<file path="config.mk">
export PLATFORM = sky130hd
export DESIGN_NAME = alarm_timer_flat
export DESIGN_NICKNAME = d
export VERILOG_FILES = /design/src/rtl/alarm_pkg.sv /design/src/rtl/alarm_timer_if.sv /design/src/rtl/tick_divider.sv /design/src/rtl/alarm_timer.sv /design/src/flat_wrapper.sv
export SDC_FILE = /design/constraint.sdc
export NUM_CORES = 1
export LEC_CHECK = 0
export ABC_AREA = 1
export BUFFER_PORTS_ARGS = -buffer_cell sky130_fd_sc_hd__buf_2
export CAP_MARGIN = 20
export CELL_PAD_IN_SITES_DETAIL_PLACEMENT = 1
export CELL_PAD_IN_SITES_GLOBAL_PLACEMENT = 1
export CORE_MARGIN = 3
export CORE_UTILIZATION = 48
export CTS_CLUSTER_DIAMETER = 40
export DETAILED_ROUTE_END_ITERATION = 7
export GPL_TIMING_DRIVEN = 0
export PLACE_DENSITY = 0.83
export SLEW_MARGIN = 25
export SYNTH_ARGS = -nofsm -noshare
export SYNTH_HDL_FRONTEND = slang
export SYNTH_SLANG_ARGS = --single-unit
</file>
<file path="constraint.sdc">
create_clock -name clock -period 3.42 [get_ports clock]
set_input_delay 0.684 -clock clock [delete_from_list [all_inputs] [get_ports clock]]
set_output_delay 0.684 -clock clock [all_outputs]
set_load 0.05 [all_outputs]
</file>
<file path="src/rtl/alarm_pkg.sv">
// Shared alarm timing definitions:
// interval codes, default table, FSM states.
package alarm_pkg;

  localparam logic [1:0] ARM_DELAY       = 2'd0;
  localparam logic [1:0] DRIVER_DELAY    = 2'd1;
  localparam logic [1:0] PASSENGER_DELAY = 2'd2;
  localparam logic [1:0] ALARM_ON        = 2'd3;

  localparam int unsigned T_ARM_DELAY       = 6;
  localparam int unsigned T_DRIVER_DELAY    = 8;
  localparam int unsigned T_PASSENGER_DELAY = 15;
  localparam int unsigned T_ALARM_ON        = 10;

  typedef enum logic [1:0] {
    IDLE  = 2'd0,
    COUNT = 2'd1,
    DONE  = 2'd2
  } state_e;

  function automatic int unsigned default_time(
    input logic [1:0] sel
  );
    int unsigned v;
    v = T_ARM_DELAY;
    unique case (sel)
      ARM_DELAY:       v = T_ARM_DELAY;
      DRIVER_DELAY:    v = T_DRIVER_DELAY;
      PASSENGER_DELAY: v = T_PASSENGER_DELAY;
      ALARM_ON:        v = T_ALARM_ON;
      default:         v = T_ARM_DELAY;
    endcase
    return v;
  endfunction

endpackage

</file>
<file path="src/rtl/alarm_timer_if.sv">
// FSM <-> alarm timer bundle:
// start/reprogram requests and timer status.
interface alarm_timer_if #(
  parameter int WIDTH = 4
);
  logic             start_timer;
  logic [1:0]       interval;
  logic             reprogram;
  logic [1:0]       time_param_sel;
  logic [WIDTH-1:0] time_value;
  logic             expired;
  logic             busy;
  logic [WIDTH-1:0] seconds_left;
  logic             one_hz_enable;

  modport master (
    output start_timer, interval,
    output reprogram, time_param_sel, time_value,
    input  expired, busy, seconds_left, one_hz_enable
  );

  modport slave (
    input  start_timer, interval,
    input  reprogram, time_param_sel, time_value,
    output expired, busy, seconds_left, one_hz_enable
  );
endinterface

</file>
<file path="src/rtl/tick_divider.sv">
// One-second divider: counts 0..CLK_HZ-1,
// terminal count marks the tick; clear restarts phase.
module tick_divider #(
  parameter int CLK_HZ = 27_000_000
) (
  input  logic clock,
  input  logic reset,
  input  logic clear,
  output logic tick
);
  localparam int W = (CLK_HZ > 1) ? $clog2(CLK_HZ) : 1;
  localparam logic [W-1:0] LAST = W'(CLK_HZ - 1);

  logic [W-1:0] cnt_q, cnt_d;

  assign tick = (cnt_q == LAST);

  // next count: wrap at terminal, zero on clear
  always_comb begin
    cnt_d = cnt_q + W'(1);
    if (clear || tick) cnt_d = '0;
  end

  // divider register
  always_ff @(posedge clock or negedge reset) begin
    if (!reset) cnt_q <= '0;
    else        cnt_q <= cnt_d;
  end
endmodule

</file>
<file path="src/rtl/alarm_timer.sv">
// Alarm countdown: parameter table, countdown FSM
// and expiry pulse for the anti-theft FSM.
module alarm_timer
  import alarm_pkg::*;
#(
  parameter int CLK_HZ = 27_000_000,
  parameter int WIDTH  = 4
) (
  input  logic          clock,
  input  logic          reset,
  alarm_timer_if.slave  bus
);
  state_e           state_q, state_d;
  logic [WIDTH-1:0] sl_q, sl_d;
  logic             exp_q, exp_d;
  logic             hz_q, hz_d;
  logic [WIDTH-1:0] tbl_q [4];
  logic [WIDTH-1:0] tbl_d [4];
  logic [WIDTH-1:0] load;
  logic             tick;

  tick_divider #(.CLK_HZ(CLK_HZ)) u_div (
    .clock (clock),
    .reset (reset),
    .clear (bus.start_timer),
    .tick  (tick)
  );

  assign bus.expired       = exp_q;
  assign bus.busy          = (state_q == COUNT);
  assign bus.seconds_left  = sl_q;
  assign bus.one_hz_enable = hz_q;

  // table write; a start in the same cycle sees the old entry
  always_comb begin
    tbl_d = tbl_q;
    if (bus.reprogram) tbl_d[bus.time_param_sel] = bus.time_value;
  end

  // countdown FSM next state and expiry pulse
  always_comb begin
    state_d = state_q;
    sl_d    = sl_q;
    exp_d   = 1'b0;
    load    = tbl_q[bus.interval];
    hz_d    = tick && !bus.start_timer;
    if (bus.start_timer) begin
      sl_d    = load;
      state_d = (load == '0) ? DONE : COUNT;
    end else begin
      unique case (state_q)
        IDLE: ;
        COUNT: begin
          if (tick) begin
            if (sl_q == WIDTH'(1)) begin
              sl_d    = '0;
              state_d = DONE;
              exp_d   = 1'b1;
            end else begin
              sl_d = sl_q - WIDTH'(1);
            end
          end
        end
        DONE: begin
          // zero-length loads reach here without a pulse yet
          exp_d   = !exp_q;
          state_d = IDLE;
        end
        default: state_d = IDLE;
      endcase
    end
  end

  // state, countdown and table registers
  always_ff @(posedge clock or negedge reset) begin
    if (!reset) begin
      state_q <= IDLE;
      sl_q    <= '0;
      exp_q   <= 1'b0;
      hz_q    <= 1'b0;
      for (int i = 0; i < 4; i++)
        tbl_q[i] <= WIDTH'(default_time(2'(i)));
    end else begin
      state_q <= state_d;
      sl_q    <= sl_d;
      exp_q   <= exp_d;
      hz_q    <= hz_d;
      tbl_q   <= tbl_d;
    end
  end
endmodule
</file>
<file path="src/flat_wrapper.sv">
// flat-port wrapper written by rule: the top's interface ports become plain ports
module alarm_timer_flat import alarm_pkg::*;
#(
  parameter int CLK_HZ = 27_000_000,
  parameter int WIDTH  = 4
)
  (clock, reset, bus_start_timer, bus_interval, bus_reprogram, bus_time_param_sel, bus_time_value, bus_expired, bus_busy, bus_seconds_left, bus_one_hz_enable);
  alarm_timer_if #(.WIDTH(WIDTH)) bus_i ();
  input  logic clock;
  input  logic reset;
  input wire logic [$bits(bus_i.start_timer)-1:0] bus_start_timer;
  input wire logic [$bits(bus_i.interval)-1:0] bus_interval;
  input wire logic [$bits(bus_i.reprogram)-1:0] bus_reprogram;
  input wire logic [$bits(bus_i.time_param_sel)-1:0] bus_time_param_sel;
  input wire logic [$bits(bus_i.time_value)-1:0] bus_time_value;
  output wire logic [$bits(bus_i.expired)-1:0] bus_expired;
  output wire logic [$bits(bus_i.busy)-1:0] bus_busy;
  output wire logic [$bits(bus_i.seconds_left)-1:0] bus_seconds_left;
  output wire logic [$bits(bus_i.one_hz_enable)-1:0] bus_one_hz_enable;
  assign bus_i.start_timer = bus_start_timer;
  assign bus_i.interval = bus_interval;
  assign bus_i.reprogram = bus_reprogram;
  assign bus_i.time_param_sel = bus_time_param_sel;
  assign bus_i.time_value = bus_time_value;
  assign bus_expired = bus_i.expired;
  assign bus_busy = bus_i.busy;
  assign bus_seconds_left = bus_i.seconds_left;
  assign bus_one_hz_enable = bus_i.one_hz_enable;
  alarm_timer #(.CLK_HZ(CLK_HZ), .WIDTH(WIDTH)) u_core (.clock(clock), .reset(reset), .bus(bus_i));
endmodule
</file>
==> flow_summary.html, run 1 <==
<table>
<tr><th>Metric</th><th>Value</th></tr>
<tr><th colspan="2">Clocking</th></tr>
<tr><td>Count of cells resized by post-cts repair</td><td>0</td></tr>
<tr><td>Clock transition at the registers of the reported paths</td><td>100 ps</td></tr>
<tr><td>Clock root buffer</td><td>sky130_fd_sc_hd__clkbuf_8</td></tr>
<tr><td>Clock latency of the later-clocked register in the worst-skew pair</td><td>310 ps</td></tr>
<tr><td>Level count of the clock H-tree</td><td>2</td></tr>
<tr><td>Postcts setup bufs</td><td>0</td></tr>
<tr><td>Total CTS buffers</td><td>5</td></tr>
<tr><td>TritonCTS clock tree</td><td>yes</td></tr>
<tr><td>Number of buffers inserted for hold repair after clock tree synthesis</td><td>0</td></tr>
<tr><td>Max Buffers Root-to-Sink</td><td>2</td></tr>
<tr><td>TritonCTS sink count</td><td>49</td></tr>
<tr><th colspan="2">Yosys</th></tr>
<tr><td>Synth warnings</td><td>0</td></tr>
<tr><td>Mapped Cells</td><td>361</td></tr>
<tr><td>Number of flip-flops and latches in the synthesized netlist</td><td>49</td></tr>
<tr><td>Top flip-flop cell by instance count after synthesis</td><td>sky130_fd_sc_hd__dfrtp_1</td></tr>
<tr><td>Share of flip-flops with an asynchronous set or reset</td><td>100%</td></tr>
<tr><td>Sequential share of the synthesized area</td><td>45.4%</td></tr>
<tr><td>Synthesized cell area</td><td>2730 um2</td></tr>
<tr><td>Number of nets in the synthesized netlist</td><td>379</td></tr>
<tr><td>Yosys top cell by area</td><td>sky130_fd_sc_hd__dfrtp_1</td></tr>
<tr><td>Area contributors post-synth</td><td>sky130_fd_sc_hd__dfrtp_1 37%, sky130_fd_sc_hd__nand2_1 15%, sky130_fd_sc_hd__dfstp_2 8.7%</td></tr>
<tr><td>Average instance area after synthesis</td><td>7.55 um2</td></tr>
<tr><td>Post-synth EDFFs</td><td>0</td></tr>
<tr><td>Synth cell types</td><td>30</td></tr>
<tr><td>Fraction of synthesized cell area taken by the top area cell type</td><td>36.7%</td></tr>
<tr><th colspan="2">Drt</th></tr>
<tr><td>Number of DRC markers after the initial detailed-route iteration</td><td>112</td></tr>
<tr><td>Total number of vias</td><td>2423</td></tr>
<tr><td>Number of vias per cell</td><td>5.31</td></tr>
<tr><td>Wire length after detailed routing</td><td>6990 um</td></tr>
<tr><td>Routed length per instance</td><td>15.3 um</td></tr>
<tr><td>DRT Pass-1 Iters</td><td>4</td></tr>
<tr><td>Drc violations</td><td>0</td></tr>
<tr><td>Number of nets with antenna violations after routing</td><td>0</td></tr>
<tr><th colspan="2">Setup path</th></tr>
<tr><td>Capture instance of the worst register-to-register path</td><td>u_core.bus.seconds_left[3]$_DFFE_PN0P_</td></tr>
<tr><td>Biggest fanout along the worst timing path</td><td>3</td></tr>
<tr><td>Setup crit start kind</td><td>flop</td></tr>
<tr><td>RR Startpoint</td><td>u_core.u_div.cnt_q[0]$_DFF_PN0_</td></tr>
<tr><td>Data required, critical path</td><td>2740 ps</td></tr>
<tr><td>Type of destination of the critical path</td><td>output port</td></tr>
<tr><td>Reg2Reg Depth</td><td>10</td></tr>
<tr><td>Slack of the worst reg-to-reg path</td><td>1630 ps</td></tr>
<tr><td>Setup CP Type</td><td>flop to output port</td></tr>
<tr><td>Data arrival at the endpoint of the critical path</td><td>1250 ps</td></tr>
<tr><th colspan="2">STA</th></tr>
<tr><td>Remaining max-slew budget at the tightest pin</td><td>57.9%</td></tr>
<tr><td>Worst-case clock skew</td><td>9.49 ps</td></tr>
<tr><td>Final critical delay including setup and external delays</td><td>1930 ps</td></tr>
<tr><td>Number of setup violations in the final report</td><td>0</td></tr>
<tr><td>Number of pins exceeding their max-slew limit in the final report</td><td>0</td></tr>
<tr><td>Setup repair after global routing missed its margin</td><td>no</td></tr>
<tr><td>Transition at the pin with the smallest max-transition slack</td><td>632 ps</td></tr>
<tr><td>Tcrit/Tclk final</td><td>56.5%</td></tr>
<tr><td>Sum of negative setup slack</td><td>0 ps</td></tr>
<tr><td>Endpoints failing hold</td><td>0</td></tr>
<tr><td>Fmax</td><td>518 MHz</td></tr>
<tr><th colspan="2">Job</th></tr>
<tr><td>Max-cap violations</td><td>0</td></tr>
<tr><th colspan="2">Global routing</th></tr>
<tr><td>Initial antenna violation count</td><td>0</td></tr>
<tr><td>GRT Residual Overflow</td><td>0</td></tr>
<tr><td>Vias in the first global route</td><td>2561</td></tr>
<tr><td>All-Layer GR Usage</td><td>23.9%</td></tr>
<tr><td>Global-route wire length before repair</td><td>12100 um</td></tr>
<tr><td>Pin count of the biggest net entering global routing</td><td>50</td></tr>
<tr><th colspan="2">Cells and area</th></tr>
<tr><td>Final-stage net count</td><td>403</td></tr>
<tr><td>Antenna cell count</td><td>0</td></tr>
<tr><td>Post-route non-filler standard cell count</td><td>456</td></tr>
<tr><td>Area added between synthesis and finish</td><td>10.6%</td></tr>
<tr><td>Design area</td><td>3020 um2</td></tr>
<tr><td>Share of cells above drive strength 1</td><td>13.0%</td></tr>
<tr><td>Fill cell count</td><td>714</td></tr>
<tr><th colspan="2">Power</th></tr>
<tr><td>Pwr per Cell Area</td><td>504 nW/um2</td></tr>
<tr><td>VDD IR-drop max</td><td>0.000455 V</td></tr>
<tr><td>Leakage power</td><td>1.40 nW</td></tr>
<tr><th colspan="2">Floorplanning</th></tr>
<tr><td>Die W</td><td>81.4 um</td></tr>
<tr><td>Height of the die</td><td>81.4 um</td></tr>
<tr><td>Core outline area</td><td>5300 um2</td></tr>
<tr><td>Initial standard-cell utilization of the core</td><td>51.4%</td></tr>
<tr><td>Count of pins on the block boundary</td><td>19</td></tr>
<tr><td>Die outline area</td><td>6620 um2</td></tr>
<tr><td>Number of cell rows</td><td>26</td></tr>
<tr><th colspan="2">Place</th></tr>
<tr><td>Final Wtd Congestion</td><td>0.825</td></tr>
<tr><td>Instance area at placement</td><td>2900 um2</td></tr>
<tr><td>HPWL Detailed</td><td>5290 um</td></tr>
<tr><td>Placed Instances</td><td>448</td></tr>
<tr><td>Number of port buffers</td><td>17</td></tr>
<tr><th colspan="2">Run status</th></tr>
<tr><td>Status</td><td>completed</td></tr>
<tr><th colspan="2">Min path</th></tr>
<tr><td>Class of the tightest hold or removal check</td><td>input pin to asynchronous set/reset pin</td></tr>
</table>
==> worst max-delay path, cell delays in order (launching register included) <==
cell	delay [ps]
sky130_fd_sc_hd__dfrtp_1	410
sky130_fd_sc_hd__inv_1	80
sky130_fd_sc_hd__ha_1	180
sky130_fd_sc_hd__buf_2	270
==> where the power goes <==
| group | switching, mW | internal [mW] |
|---|---|---|
| Sequential | 0.0507 | 0.655 |
| Clock | 0.203 | 0.219 |
| Combinational | 0.274 | 0.118 |
==> how the worst max path moves through the flow <==
stage / from / endpoint / slack [ps] / cells past startpoint
global route: u_core.state_q[1]$_DFFE_PN0P_ / bus_busy / 1420 / 3
global placement: bus_interval[0] / u_core.state_q[0]$_DFFE_PN0P_ / 1630 / 8
finish: u_core.state_q[1]$_DFFE_PN0P_ / bus_busy / 1490 / 3
CTS: u_core.state_q[1]$_DFFE_PN0P_ / bus_busy / 1480 / 3
detailed placement: bus_start_timer / u_core.bus.seconds_left[2]$_DFFE_PN0P_ / 1570 / 7
floorplan: u_core.state_q[1]$_DFFE_PN0P_ / bus_busy / 1820 / 2
==> through the flow <==
| stage | total power [mW] | hold slack [ps] | util, % | setup slack [ps] |
|---|---|---|---|---|
| after floorplan | 0.997 | 388 | - | 1820 |
| after global placement | 1.09 | 456 | 54.7 | 1630 |
| after detailed placement | 1.11 | 476 | 54.7 | 1570 |
| after CTS | 1.53 | 403 | 56.9 | 1480 |
| after global routing | 1.62 | 406 | 56.9 | 1420 |
| final | 1.52 | 372 | 56.9 | 1490 |
==> state kept, by name (all words and copies together), names as in the netlist <==
signal                    flops
u_core.state_q                2
u_core.u_div.cnt_q           25
u_core.tbl_q                 16
u_core.bus.expired            1
u_core.bus.seconds_left       4
u_core.bus.one_hz_enable      1
==> layer usage <==
metal / vias to the layer above / GRT usage [%] / share of wire (%)
li1: 1189 / - / -
met1: 1189 / 29.4 / 44
met2: 38 / 43.3 / 52
met3: 7 / 3.66 / 2.7
met4: 0 / 6.25 / 1.4
met5: - / 0 / 0
==> logic make-up after synthesis <==
logic type / synth area share [%]
buffers and inverters: 7.25
and+or+nand+nor: 34.9
AOI/OAI and AO/OA: 6.47
xor gates and xnor gates: 3.21
adders and majority gates: 2.75
DFF: 45.4
==> layout by cell type (no fill, tap or decap), drive strengths merged <==
cell,count
a21oi,8
nor3b,4
nor2,51
nand3,24
clkinvlp,1
o21bai,1
o21ai,19
inv,44
nand4,5
clkbuf,5
clkinv,1
o22ai,3
dfrtp,40
buf,21
bufinv,1
nand2,114
o211ai,1
xor2,7
nor3,16
ha,6
nand3b,1
a21o,1
dfstp,9
xnor2,3
==> Yosys cell counts (all sizes together), types with 3 or more instances <==
library cell / n
a21oi: 8
buf: 4
dfrtp: 40
dfstp: 9
ha: 6
inv: 44
nand2: 114
nand3: 24
nand4: 5
nor2: 51
nor3: 16
nor3b: 4
o21ai: 19
o22ai: 3
xnor2: 3
xor2: 7
==> final cells by class <==
type | count | area (um2) | area share (%)
Multi-Input combinational cell | 264 | 1290 | 42.8
Sequential cell | 49 | 1240 | 41.0
Inverter | 44 | 165 | 5.47
Timing Repair Buffer | 17 | 87.6 | 2.90
Tap cell | 70 | 87.6 | 2.90
Clock buffer | 5 | 68.8 | 2.28
Clock inverter | 3 | 46.3 | 1.53
Buffer | 4 | 32.5 | 1.08
Note: power is estimated with default switching activity, not from simulation.
==> inputs of run 2 (changes only) <==
CORE_UTILIZATION = 44   (was 48)
PLACE_DENSITY = 0.77   (was 0.83)
clock period = 1.92 ns   (was 3.42 ns; I/O delays follow)
==> flow_summary.html, run 2 (synthesis results as in run 1) <==
<table>
<tr><th>Metric</th><th>Value</th></tr>
<tr><th colspan="2">Run status</th></tr>
<tr><td>Status</td><td>completed</td></tr>
<tr><th colspan="2">STA</th></tr>
<tr><td>Endpoints failing hold</td><td>0</td></tr>
<tr><td>Sum of negative setup slack</td><td>0 ps</td></tr>
<tr><td>Final critical delay including setup and external delays</td><td>1760 ps</td></tr>
<tr><td>Remaining max-slew budget at the tightest pin</td><td>58.4%</td></tr>
<tr><td>Tcrit/Tclk final</td><td>91.9%</td></tr>
<tr><td>Number of pins exceeding their max-slew limit in the final report</td><td>0</td></tr>
<tr><td>Number of setup violations in the final report</td><td>0</td></tr>
<tr><td>Fmax</td><td>567 MHz</td></tr>
<tr><td>Transition at the pin with the smallest max-transition slack</td><td>625 ps</td></tr>
<tr><td>Hold Slack</td><td>77.9 ps</td></tr>
<tr><td>Setup repair after global routing missed its margin</td><td>no</td></tr>
<tr><td>Worst-case clock skew</td><td>13.0 ps</td></tr>
<tr><th colspan="2">Floorplanning</th></tr>
<tr><td>Initial standard-cell utilization of the core</td><td>45.8%</td></tr>
<tr><td>Core outline area</td><td>5960 um2</td></tr>
<tr><td>Count of pins on the block boundary</td><td>19</td></tr>
<tr><td>Number of cell rows</td><td>28</td></tr>
<tr><td>Die outline area</td><td>7180 um2</td></tr>
<tr><td>Height of the die</td><td>84.7 um</td></tr>
<tr><td>Die W</td><td>84.7 um</td></tr>
<tr><th colspan="2">Drt</th></tr>
<tr><td>Routed length per instance</td><td>14.9 um</td></tr>
<tr><td>Number of nets with antenna violations after routing</td><td>0</td></tr>
<tr><td>DRT Pass-1 Iters</td><td>4</td></tr>
<tr><td>Number of DRC markers after the initial detailed-route iteration</td><td>94</td></tr>
<tr><td>Total number of vias</td><td>2393</td></tr>
<tr><td>Drc violations</td><td>0</td></tr>
<tr><td>Number of vias per cell</td><td>5.18</td></tr>
<tr><td>Wire length after detailed routing</td><td>6880 um</td></tr>
<tr><th colspan="2">Cells and area</th></tr>
<tr><td>Final-stage net count</td><td>404</td></tr>
<tr><td>Highest-count cells in the layout ignoring fill and taps</td><td>109 x sky130_fd_sc_hd__nand2_1, 46 x sky130_fd_sc_hd__nor2_1, 44 x sky130_fd_sc_hd__inv_1</td></tr>
<tr><td>Share of cells above drive strength 1</td><td>13.4%</td></tr>
<tr><td>Fill cell count</td><td>797</td></tr>
<tr><td>Antenna cell count</td><td>0</td></tr>
<tr><td>Largest register by flop count</td><td>u_core.u_div.cnt_q</td></tr>
<tr><td>Area added between synthesis and finish</td><td>10.4%</td></tr>
<tr><td>Design area</td><td>3010 um2</td></tr>
<tr><td>Flip-flop count of the largest register, all copies and words added</td><td>25</td></tr>
<tr><td>Most frequent standard cell in the layout excluding fill and tap cells</td><td>sky130_fd_sc_hd__nand2_1</td></tr>
<tr><th colspan="2">Power</th></tr>
<tr><td>Proportion of power drawn by combinational gates</td><td>26.7%</td></tr>
<tr><td>Leakage power</td><td>1.40 nW</td></tr>
<tr><td>NetSw</td><td>0.941 mW</td></tr>
<tr><td>VDD IR-drop max</td><td>0.000848 V</td></tr>
<tr><td>Switching part of the total power</td><td>36.5%</td></tr>
<tr><td>Part of the power in the clock network</td><td>24.6%</td></tr>
<tr><td>Pwr per Cell Area</td><td>857 nW/um2</td></tr>
<tr><td>Internal Power</td><td>1.64 mW</td></tr>
<tr><td>Sequential share of power</td><td>48.6%</td></tr>
<tr><th colspan="2">Setup path</th></tr>
<tr><td>Capture instance of the worst register-to-register path</td><td>u_core.bus.seconds_left[2]$_DFFE_PN0P_</td></tr>
<tr><td>Cells along the critical path</td><td>ha_2, nand2_1, nor2_4, nand2_1, nor2_4, nand2_4, nand2_8, buf_8, nand3_1, nand2_1</td></tr>
<tr><td>Biggest fanout along the worst timing path</td><td>10</td></tr>
<tr><td>Worst Path Buf+Inv</td><td>1</td></tr>
<tr><td>Setup crit start kind</td><td>flop</td></tr>
<tr><td>Cell with the most instances on the worst path</td><td>sky130_fd_sc_hd__nand2_1</td></tr>
<tr><td>Data required, critical path</td><td>2170 ps</td></tr>
<tr><td>Type of destination of the critical path</td><td>flop</td></tr>
<tr><td>Worst path max stage delay</td><td>390 ps</td></tr>
<tr><td>Slowest library cell on the worst path</td><td>sky130_fd_sc_hd__dfrtp_1</td></tr>
<tr><td>Top delay family on crit path</td><td>simple AND/OR/NAND/NOR gates</td></tr>
<tr><td>RR Startpoint</td><td>u_core.u_div.cnt_q[0]$_DFF_PN0_</td></tr>
<tr><td>Slack of the worst reg-to-reg path</td><td>160 ps</td></tr>
<tr><td>Data arrival at the endpoint of the critical path</td><td>2010 ps</td></tr>
<tr><td>Reg2Reg Depth</td><td>10</td></tr>
<tr><td>Setup CP Type</td><td>flop to flop</td></tr>
<tr><th colspan="2">Clocking</th></tr>
<tr><td>Clock latency of the later-clocked register in the worst-skew pair</td><td>320 ps</td></tr>
<tr><td>Clock root buffer</td><td>sky130_fd_sc_hd__clkbuf_8</td></tr>
<tr><td>Max Buffers Root-to-Sink</td><td>2</td></tr>
<tr><td>TritonCTS clock tree</td><td>yes</td></tr>
<tr><td>Total CTS buffers</td><td>5</td></tr>
<tr><td>TritonCTS sink count</td><td>49</td></tr>
<tr><td>Level count of the clock H-tree</td><td>2</td></tr>
<tr><td>Clock transition at the registers of the reported paths</td><td>100 ps</td></tr>
<tr><td>Number of buffers inserted for hold repair after clock tree synthesis</td><td>0</td></tr>
<tr><th colspan="2">Global routing</th></tr>
<tr><td>Initial antenna violation count</td><td>0</td></tr>
<tr><td>Pin count of the biggest net entering global routing</td><td>50</td></tr>
<tr><td>Vias in the first global route</td><td>2590</td></tr>
<tr><td>GRT Residual Overflow</td><td>0</td></tr>
<tr><td>All-Layer GR Usage</td><td>21.1%</td></tr>
<tr><td>Global-route wire length before repair</td><td>11900 um</td></tr>
<tr><th colspan="2">Place</th></tr>
<tr><td>HPWL Detailed</td><td>5220 um</td></tr>
<tr><td>Instance area at placement</td><td>2910 um2</td></tr>
<tr><td>Final Wtd Congestion</td><td>0.858</td></tr>
<tr><td>Number of port buffers</td><td>17</td></tr>
<tr><th colspan="2">Min path</th></tr>
<tr><td>Class of the tightest hold or removal check</td><td>input pin to asynchronous set/reset pin</td></tr>
<tr><th colspan="2">Job</th></tr>
<tr><td>Max-cap violations</td><td>0</td></tr>
</table>
## run 2: power by group through the flow
stage	clock network [mW]	logic (mW)	registers, mW
after floorplan	0	0.374	1.40
after global placement	0	0.672	1.27
after detailed placement	0	0.699	1.27
after CTS	0.662	0.703	1.26
after global routing	0.705	0.783	1.28
final	0.635	0.689	1.25
## run 2: repair_timing
item | 4_1_cts | 5_1_grt
buffers inserted | 0 | 1
setup endpoints to repair | 0 | 2
gates resized for setup | 0 | 1
## run 2: worst max path at each step
| stage | start | end | slack (ps) | depth (start not counted) |
|---|---|---|---|---|
| 2_1_floorplan | u_core.state_q[1]$_DFFE_PN0P_ | u_core.bus.seconds_left[1]$_DFFE_PN0P_ | 420 | 7 |
| 3_3_place_gp | u_core.u_div.cnt_q[0]$_DFF_PN0_ | u_core.bus.seconds_left[3]$_DFFE_PN0P_ | 190 | 10 |
| 3_5_place_dp | u_core.u_div.cnt_q[0]$_DFF_PN0_ | u_core.bus.seconds_left[3]$_DFFE_PN0P_ | 160 | 10 |
| 4_1_cts | u_core.u_div.cnt_q[0]$_DFF_PN0_ | u_core.bus.seconds_left[2]$_DFFE_PN0P_ | 130 | 10 |
| 5_1_grt | u_core.u_div.cnt_q[0]$_DFF_PN0_ | u_core.bus.seconds_left[2]$_DFFE_PN0P_ | 10 | 10 |
| 6_report | u_core.u_div.cnt_q[0]$_DFF_PN0_ | u_core.bus.seconds_left[2]$_DFFE_PN0P_ | 160 | 10 |
## run 2: metal layers
layer	global-route usage (%)	part of all wire, %
met5	0	0
met4	8.35	1.9
met3	3.24	2.2
met2	38.2	51
met1	24.7	44
## run 2: layout make-up
cell class                 instances  area, um2  area share, %
tap                               75       93.8           3.12
buffer                             4       32.5           1.08
clock buffer                       5       68.8           2.29
clock inverter                     3       22.5          0.748
inverter                          44        165           5.49
timing repair buffer              18       95.1           3.16
multi-input combinational        264       1290           43.0
sequential                        49       1240           41.1
## run 2: per-stage QoR
step                cells  total power, mW  util, %  worst slack [ps]
finish                462             2.58     50.5               156
floorplan             361             1.78        -               423
global placement      453             1.94     48.8               189
CTS                   461             2.62     50.4               129
global route          462             2.76     50.5              10.8
detailed placement    453             1.97     48.8               160
## run 2: worst reg2reg max path, delay by kind of cell, from the launching register on
family / cells / cell delay [ps]
flops: 1 / 390
simple gates: 8 / 940
fa+ha+maj: 1 / 210
buf+inv: 1 / 160
==> inputs of run 3 (changes only) <==
BUFFER_PORTS_ARGS = default   (was -buffer_cell sky130_fd_sc_hd__buf_2)
CORE_UTILIZATION = 47   (was 44)
CTS_CLUSTER_SIZE = 12   (was default)
DONT_BUFFER_PORTS = 1   (was default)
==> flow_summary.html, run 3 (synthesis results as in run 1) <==
<table>
<tr><th>Metric</th><th>Value</th></tr>
<tr><th colspan="2">Job</th></tr>
<tr><td>Max-cap violations</td><td>0</td></tr>
<tr><th colspan="2">Cells and area</th></tr>
<tr><td>Final-stage net count</td><td>390</td></tr>
<tr><td>Most frequent standard cell in the layout excluding fill and tap cells</td><td>sky130_fd_sc_hd__nand2_1</td></tr>
<tr><td>Area added between synthesis and finish</td><td>9.73%</td></tr>
<tr><td>Post-route non-filler standard cell count</td><td>445</td></tr>
<tr><td>Flip-flop count of the largest register, all copies and words added</td><td>25</td></tr>
<tr><td>Largest register by flop count</td><td>u_core.u_div.cnt_q</td></tr>
<tr><td>Highest-count cells in the layout ignoring fill and taps</td><td>109 x sky130_fd_sc_hd__nand2_1, 46 x sky130_fd_sc_hd__nor2_1, 44 x sky130_fd_sc_hd__inv_1</td></tr>
<tr><td>Fill cell count</td><td>724</td></tr>
<tr><td>Antenna cell count</td><td>0</td></tr>
<tr><td>Util after Layout</td><td>53.7%</td></tr>
<tr><td>Share of cells above drive strength 1</td><td>9.92%</td></tr>
<tr><th colspan="2">Setup path</th></tr>
<tr><td>Setup crit start kind</td><td>flop</td></tr>
<tr><td>RR Startpoint</td><td>u_core.u_div.cnt_q[0]$_DFF_PN0_</td></tr>
<tr><td>Type of destination of the critical path</td><td>flop</td></tr>
<tr><td>Slowest library cell on the worst path</td><td>sky130_fd_sc_hd__dfrtp_1</td></tr>
<tr><td>Top delay family on crit path</td><td>simple AND/OR/NAND/NOR gates</td></tr>
<tr><td>Worst path max stage delay</td><td>390 ps</td></tr>
<tr><td>Slack of the worst reg-to-reg path</td><td>170 ps</td></tr>
<tr><td>Biggest fanout along the worst timing path</td><td>10</td></tr>
<tr><td>Data required, critical path</td><td>2170 ps</td></tr>
<tr><td>Cell with the most instances on the worst path</td><td>sky130_fd_sc_hd__nand2_1</td></tr>
<tr><td>Worst Path Buf+Inv</td><td>1</td></tr>
<tr><td>Launch point of the worst path</td><td>u_core.u_div.cnt_q[0]$_DFF_PN0_</td></tr>
<tr><td>Data arrival at the endpoint of the critical path</td><td>2000 ps</td></tr>
<tr><td>Cells along the critical path</td><td>ha_2, nand2_1, nor2_4, nand2_1, nor2_4, nand2_4, nand2_8, buf_8, nand3_1, nand2_1</td></tr>
<tr><td>Setup CP Type</td><td>flop to flop</td></tr>
<tr><th colspan="2">Floorplanning</th></tr>
<tr><td>Die W</td><td>82.2 um</td></tr>
<tr><td>Number of cell rows</td><td>27</td></tr>
<tr><td>Core outline area</td><td>5570 um2</td></tr>
<tr><td>Initial standard-cell utilization of the core</td><td>48.9%</td></tr>
<tr><td>Height of the die</td><td>82.2 um</td></tr>
<tr><td>Count of pins on the block boundary</td><td>19</td></tr>
<tr><td>Die outline area</td><td>6750 um2</td></tr>
<tr><th colspan="2">Place</th></tr>
<tr><td>Placed Instances</td><td>433</td></tr>
<tr><td>HPWL Detailed</td><td>5180 um</td></tr>
<tr><td>Final Wtd Congestion</td><td>0.823</td></tr>
<tr><td>Number of port buffers</td><td>0</td></tr>
<tr><th colspan="2">STA</th></tr>
<tr><td>Hold Slack</td><td>121 ps</td></tr>
<tr><td>Tcrit/Tclk final</td><td>90.9%</td></tr>
<tr><td>Fmax</td><td>573 MHz</td></tr>
<tr><td>Sum of negative setup slack</td><td>0 ps</td></tr>
<tr><td>Endpoints failing hold</td><td>0</td></tr>
<tr><td>Worst-case clock skew</td><td>7.52 ps</td></tr>
<tr><td>Transition at the pin with the smallest max-transition slack</td><td>578 ps</td></tr>
<tr><td>Remaining max-slew budget at the tightest pin</td><td>61.4%</td></tr>
<tr><td>Number of setup violations in the final report</td><td>0</td></tr>
<tr><td>Number of pins exceeding their max-slew limit in the final report</td><td>0</td></tr>
<tr><td>Final critical delay including setup and external delays</td><td>1750 ps</td></tr>
<tr><th colspan="2">Drt</th></tr>
<tr><td>Total number of vias</td><td>2299</td></tr>
<tr><td>Wire length after detailed routing</td><td>6760 um</td></tr>
<tr><td>Number of nets with antenna violations after routing</td><td>0</td></tr>
<tr><td>Number of vias per cell</td><td>5.17</td></tr>
<tr><td>Drc violations</td><td>0</td></tr>
<tr><td>Number of DRC markers after the initial detailed-route iteration</td><td>77</td></tr>
<tr><td>DRT Pass-1 Iters</td><td>4</td></tr>
<tr><td>Routed length per instance</td><td>15.2 um</td></tr>
<tr><th colspan="2">Global routing</th></tr>
<tr><td>Pin count of the biggest net entering global routing</td><td>50</td></tr>
<tr><td>GRT Residual Overflow</td><td>0</td></tr>
<tr><td>Vias in the first global route</td><td>2414</td></tr>
<tr><td>Initial antenna violation count</td><td>0</td></tr>
<tr><td>Global-route wire length before repair</td><td>11600 um</td></tr>
<tr><td>All-Layer GR Usage</td><td>23.0%</td></tr>
<tr><th colspan="2">Clocking</th></tr>
<tr><td>Max Buffers Root-to-Sink</td><td>2</td></tr>
<tr><td>Clock latency of the later-clocked register in the worst-skew pair</td><td>310 ps</td></tr>
<tr><td>TritonCTS sink count</td><td>49</td></tr>
<tr><td>Level count of the clock H-tree</td><td>2</td></tr>
<tr><td>TritonCTS clock tree</td><td>yes</td></tr>
<tr><td>Total CTS buffers</td><td>5</td></tr>
<tr><td>Clock root buffer</td><td>sky130_fd_sc_hd__clkbuf_8</td></tr>
<tr><td>Clock transition at the registers of the reported paths</td><td>100 ps</td></tr>
<tr><th colspan="2">Min path</th></tr>
<tr><td>Startpoint of the most critical hold path</td><td>bus_start_timer</td></tr>
<tr><td>Class of the tightest hold or removal check</td><td>input pin to flop</td></tr>
<tr><th colspan="2">Run status</th></tr>
<tr><td>Status</td><td>completed</td></tr>
<tr><th colspan="2">Power</th></tr>
<tr><td>Pwr per Cell Area</td><td>901 nW/um2</td></tr>
<tr><td>Leakage power</td><td>1.36 nW</td></tr>
<tr><td>VDD IR-drop max</td><td>0.000769 V</td></tr>
</table>
[run 3: routing by layer]
| metal | GRT usage, % | vias to the layer above | wire length (um) |
|---|---|---|---|
| met4 | 6.98 | 0 | 110 |
| li1 | - | 1164 | - |
| met2 | 39.8 | 26 | 3370 |
| met1 | 28.8 | 1101 | 3090 |
| met5 | 0 | - | 0 |
| met3 | 4.66 | 8 | 188 |
[run 3: stage by stage]
step           power (mW)  setup slack (ps)  cell area, um2
2_1_floorplan        1.78               423            2730
3_3_place_gp         1.87               179            2820
3_5_place_dp         1.90               153            2820
4_1_cts              2.73               115            2970
5_1_grt              2.86             -11.0            2990
6_report             2.70               174            2990
[run 3: cell type report]
type | count | area, um2 | share of cell area (%)
clock buffers | 6 | 82.6 | 2.76
repair buffers | 4 | 52.6 | 1.76
well taps | 72 | 90.1 | 3.01
clock inverters | 2 | 37.5 | 1.25
inverters | 44 | 165 | 5.52
multi-input cells | 264 | 1290 | 43.2
flip-flops and latches | 49 | 1240 | 41.4
plain buffers | 4 | 32.5 | 1.09
[run 3: worst register-to-register path: cells and delay by family (launching register included)]
kind	cells	cell delay (ps)
adders and majority gates	1	210
buffers and inverters	1	160
DFF	1	390
and+or+nand+nor	8	930
[run 3: report_power, final]
part	internal (mW)	switching, mW	total (mW)
registers	1.16	0.244	1.41
clock network	0.424	0.375	0.799
logic	0.183	0.306	0.490
total	1.77	0.925	2.70
[run 3: worst paths after layout]
kind	end	cells past startpoint
setup / recovery	u_core.bus.seconds_left[3]$_DFFE_PN0P_	10
hold / removal	u_core.bus.one_hz_enable$_DFF_PN0_	1
setup reg to reg	u_core.bus.seconds_left[3]$_DFFE_PN0P_	10
hold reg to reg	u_core.tbl_q[11]$_DFFE_PN1P_	2
max in group asynchronous	u_core.tbl_q[14]$_DFFE_PN1P_	2
min in group asynchronous	u_core.u_div.cnt_q[16]$_DFF_PN0_	2
[run 3: what timing repair did]
item	in CTS	in global routing
endpoints found under the setup margin	0	13
hold endpoints to repair	49	0
gates resized for setup	0	1
hold buffers	2	0
buffers inserted	0	2
